--- config.mk ---
export PLATFORM = sky130hd
export DESIGN_NAME = reset_sequencer
export DESIGN_NICKNAME = d
export VERILOG_FILES = /design/src/rtl/reset_seq_pkg.sv /design/src/rtl/reset_sync.sv /design/src/rtl/reset_sequencer.sv
export SDC_FILE = /design/constraint.sdc
export NUM_CORES = 1
export LEC_CHECK = 0
export CORE_MARGIN = 5
export CORE_UTILIZATION = 43
export DETAILED_ROUTE_END_ITERATION = 8
export GPL_TIMING_DRIVEN = 1
export SLEW_MARGIN = 15
export SYNTH_ARGS = -nofsm -noshare
export SYNTH_HDL_FRONTEND = slang
export SYNTH_HIERARCHICAL = 1
export SYNTH_SLANG_ARGS = --single-unit
export TNS_END_PERCENT = 1
--- constraint.sdc ---
create_clock -name clk -period 2.1 [get_ports clk]
set_input_delay 0.21 -clock clk [delete_from_list [all_inputs] [get_ports clk]]
set_output_delay 0.21 -clock clk [all_outputs]
set_load 0.01 [all_outputs]
--- src/rtl/reset_seq_pkg.sv ---
// reset_seq_pkg: FSM state type and counter sizing shared by the reset sequencer
package reset_seq_pkg;
  typedef enum logic [1:0] {SYNC, HOLD, RELEASE, RUN} state_t;
  function automatic int cnt_width(int hold, int gap, int wdt);
    int m;
    m = hold > gap ? hold : gap;
    m = wdt > m ? wdt : m;
    return $clog2(m + 1);
  endfunction
endpackage

--- src/rtl/reset_sync.sv ---
// reset_sync: STAGES-deep asynchronous-assert, synchronous-deassert reset synchroniser
module reset_sync #(
  parameter int STAGES = 2
) (
  input  logic clk,
  input  logic reset,
  output logic sync,
  output logic sync_d
);
  logic [STAGES-1:0] ff;
  // shift ones in after release; clear immediately on reset
  always_ff @(posedge clk or negedge reset)
    if (!reset) ff <= '0;
    else ff <= {ff[STAGES-2:0], 1'b1};
  assign sync = ff[STAGES-1];
  assign sync_d = ff[STAGES-2];
endmodule

--- src/rtl/reset_sequencer.sv ---
// reset_sequencer: staged release of NUM_OUT resets after a synchronised board reset; optional watchdog via RESET_SEQ_WDT_EN
module reset_sequencer
  import reset_seq_pkg::*;
#(
  parameter int NUM_OUT     = 3,
  parameter int SYNC_STAGES = 2,
  parameter int HOLD_CYCLES = 8,
  parameter int STAGE_GAP   = 4,
  parameter int WDT_CYCLES  = 64
) (
  input  logic               clk,
  input  logic               reset,
  input  logic               sw_req,
`ifdef RESET_SEQ_WDT_EN
  input  logic               wdt_kick,
  output logic               wdt_fired,
`endif
  output logic [NUM_OUT-1:0] rst_out,
  output logic               ready,
  output logic               busy
);
  localparam int CW = cnt_width(HOLD_CYCLES, STAGE_GAP, WDT_CYCLES);
  localparam int IW = NUM_OUT > 1 ? $clog2(NUM_OUT) : 1;
  state_t state, state_nx;
  logic [CW-1:0] cnt, cnt_nx;
  logic [IW-1:0] idx, idx_nx;
  logic [NUM_OUT-1:0] rst_nx;
  logic sync, sync_d, restart, wdt_hit;
  reset_sync #(.STAGES(SYNC_STAGES)) u_sync (
    .clk(clk),
    .reset(reset),
    .sync(sync),
    .sync_d(sync_d)
  );
`ifdef RESET_SEQ_WDT_EN
  logic [CW-1:0] wdt_cnt;
  assign wdt_hit = state == RUN && !wdt_kick && wdt_cnt == CW'(WDT_CYCLES - 1);
  // idle-cycle counter in RUN; a kick or leaving RUN clears it, expiry pulses wdt_fired with the restart
  always_ff @(posedge clk or negedge reset)
    if (!reset) begin
      wdt_cnt   <= '0;
      wdt_fired <= 1'b0;
    end else begin
      wdt_cnt   <= state == RUN && !wdt_kick && !wdt_hit ? wdt_cnt + 1'b1 : '0;
      wdt_fired <= wdt_hit;
    end
`else
  assign wdt_hit = 1'b0;
`endif
  assign restart = sw_req || wdt_hit;
  // next state, counters and reset pattern; the penultimate synchroniser tap lets HOLD start on the edge the synchroniser output rises
  always_comb begin
    state_nx = state;
    cnt_nx   = cnt + 1'b1;
    idx_nx   = idx;
    case (state)
      SYNC: begin
        cnt_nx = '0;
        if (sync_d || sync) state_nx = HOLD;
      end
      HOLD:
        if (cnt == CW'(HOLD_CYCLES - 1)) begin
          state_nx = RELEASE;
          cnt_nx   = '0;
          idx_nx   = '0;
        end
      RELEASE:
        if (idx == IW'(NUM_OUT - 1)) begin
          state_nx = RUN;
          cnt_nx   = '0;
        end else if (cnt == CW'(STAGE_GAP - 1)) begin
          idx_nx = idx + 1'b1;
          cnt_nx = '0;
        end
      default: cnt_nx = '0;
    endcase
    if (restart && state != SYNC) begin
      state_nx = HOLD;
      cnt_nx   = '0;
    end
    for (int i = 0; i < NUM_OUT; i++)
      rst_nx[i] = state_nx == RUN ? 1'b0 : state_nx != RELEASE || i > int'(idx_nx);
  end
  // state and registered outputs; everything asserted while the board reset is low
  always_ff @(posedge clk or negedge reset)
    if (!reset) begin
      state   <= SYNC;
      cnt     <= '0;
      idx     <= '0;
      rst_out <= '1;
      ready   <= 1'b0;
      busy    <= 1'b0;
    end else begin
      state   <= state_nx;
      cnt     <= cnt_nx;
      idx     <= idx_nx;
      rst_out <= rst_nx;
      ready   <= state_nx == RUN;
      busy    <= state_nx == HOLD || state_nx == RELEASE;
    end
endmodule
==> reports/qor.yml <==
outcome: "finished with violations"
violations: "setup timing"
critPathRequiredTime_ns: 2.31
layout-drive-gt1-share: 0.261
slowest_stage: "dfrtp_1"
drt_iter0_markers: 6
cts_setup_buffers: 0
via_count: 723
arrival_ns: 2.34
synth_nets: 103
syn_area_per_cell_um2: 10.6
antenna_cells: 0
total_power_mw: 0.953
finalWirelength_um: 1780
wire_per_inst_um: 12.8
nets: 123
fp.coreArea_um2: 2190
dp_cells: 135
rows: 17
synth_area_leaders: "dfrtp_1 38%, ha_1 10%, dfstp_2 8.1%"
ant_nets: 0
die-width_um: 57.7
root_buffer: "clkbuf_4"
clock-sinks: 18
final_common_cell: "dfrtp_1"
fin_cells: 139
antenna_found_initial: 0
grt-ovfl-total: 0
cap_violations: 0
gp_congestion: 0.753
clock.fmax_mhz: 470
power_density_nw_per_um2: 793
dr.pass1.iters: 4
rsz0062_at_grt: "true"
p_leak_nw: 0.538
start_util: 0.447
final_area_um2: 1200
die_h_um: 57.7
critPathKind: "flop to flop"
pin_count: 8
slew_viol_final: 0
worst_setup_path_start_kind: "flop"
grt_pass1_wl_um: 3190
clkTransAtPathRegs_ns: 0.10
cts_tree: "yes"
ir_drop_uv: 548
htreeDepth: 1
avgViaCountPerCell: 5.20
numPortBuffers: 7
dpl_cell_area_um2: 1160
ys_types: 32
reg2reg_slack_ns: -0.03
clock_skew_ns: 0.00746
setup_viol: 1
crit_path_end_kind: "flop"
clockBufferDepth: 2
slowest_delay_ns: 0.42
fin_crit_ns: 2.13
ys_ff_latch: 18
syn_area_um2: 978
yosys_warnings: 6
cp_top_family: "compound AO/OA/AOI/OAI gates"
cp_num_buf_inv: 0
hp-class: "input pin to async pin"
synth_top_area_share: 0.384
synthCells: 92
drc: 0
finalCritPeriodShare: 1.01
die_area_um2: 3330
cp_max_fo: 2
synth.largest_area_cell: "dfrtp_1"
synth-seq-area-share: 0.464
clk_latency_ns: 0.30
grt_max_degree: 19
hpwlAfterDp_um: 1390
layout_common_cells: "15 x dfrtp_1, 12 x nor2_1, 11 x buf_4"
crit_chain: "nor4_4 > nand3_1 > a2111o_1 > a211o_1 > ha_2 > nand2b_4 > o32ai_2"
globalRouteTotalUtil: 0.123
preCtsSetupSlack_ns: -0.0184
final_hold_viol_count: 0
cts_buffers: 3
post-route-util: 0.548
area_delta_synth_final_pct: 22.8
grt_pass1_vias: 749
setup_slack_ns: -0.0280
-- layout make-up --
cell class              instances  area (µm²)
repair buffers                 18         153
multi-input cells              65         500
inverters                       6        22.5
flip-flops and latches         18         454
well taps                      28        35.0
clock buffers                   4        36.3
fillers                       193         990
-- what timing repair did --
action                     4_1_cts  5_1_grt
setup endpoints to repair        1        3
hold buffers                     0        0
cloned                           0        0
gates resized for setup          0        1
-- registers in the layout, indices dropped and copies added, names as in the netlist --
name	count
busy	1
cnt	7
idx	2
ready	1
rst_out	3
state	2
u_sync/ff	2
-- synthesized netlist by cell type --
master	number
xor2_1	3
or4_4	1
conb_1	1
a211o_1	1
a2111o_1	1
mux2i_1	2
xnor2_1	1
and3_1	1
nor2_1	13
mux2_2	1
a211oi_1	2
dfstp_2	3
o211ai_2	1
o22a_1	1
nand2b_1	3
a31o_2	2
a41oi_1	1
o221ai_1	1
o211ai_1	1
o21ai_0	2
nor2b_1	1
a21oi_1	2
o311ai_2	1
buf_2	2
nand3_1	7
nand2_1	5
clkbuf_1	1
inv_1	6
nor4_4	1
o32ai_2	1
dfrtp_1	15
ha_1	8
-- path summary, 6_finish.rpt --
path / from / endpoint / cells past startpoint
worst max register to register: cnt[5]$_DFF_PN0_ / rst_out[1]$_DFF_PN1_ / 7
max in group asynchronous: reset / rst_out[0]$_DFF_PN1_ / 2
min in group clk: u_sync/ff[0]$_DFF_PN0_ / u_sync/ff[1]$_DFF_PN0_ / 0
worst min register to register: u_sync/ff[0]$_DFF_PN0_ / u_sync/ff[1]$_DFF_PN0_ / 0
worst max-delay path: cnt[5]$_DFF_PN0_ / rst_out[1]$_DFF_PN1_ / 7
worst min-delay path: reset / cnt[3]$_DFF_PN0_ / 2
-- metrics by stage --
stage	hold WS, ns	TNS (ns)
finish	0.230	-0.0280
global route	0.251	-0.149
CTS	0.226	-0.0553
detailed placement	0.394	-0.0184
global placement	0.392	0
floorplan	-0.0856	-0.0354
-- per-layer routing --
layer	vias up	routed length [µm]	track usage
li1	361	-	-
met1	351	880	0.165
met2	7	821	0.185
met3	4	44	0.0223
met4	0	31	0.0695
met5	-	0	0
-- logic make-up (layout without fill, tap and decap cells) --
kind of cell,count (synthesis),count (layout),share of synthesized area
buffers and inverters,9,28,0.0371
other,1,1,0.00383
DFF,18,18,0.464
muxes,3,3,0.0320
xor gates and xnor gates,4,4,0.0358
and+or+nand+nor,32,32,0.170
AOI/OAI and AO/OA,17,17,0.155
adders and majority gates,8,8,0.102
-- worst reg2reg max path: stages, from the launching register on --
cell and delay (ns):
dfrtp_1 0.42, nor4_4 0.29, nand3_1 0.11, a2111o_1 0.40, a211o_1 0.29, ha_2 0.20, nand2b_4 0.13, o32ai_2 0.21
-- where the power goes --
group	switching, mW	leakage (nW)	internal (mW)
Sequential	0.0285	0.224	0.388
Combinational	0.180	0.292	0.144
Clock	0.107	0.0210	0.106
Total	0.316	0.538	0.637
No activity file was read; power rests on OpenSTA's default activity.
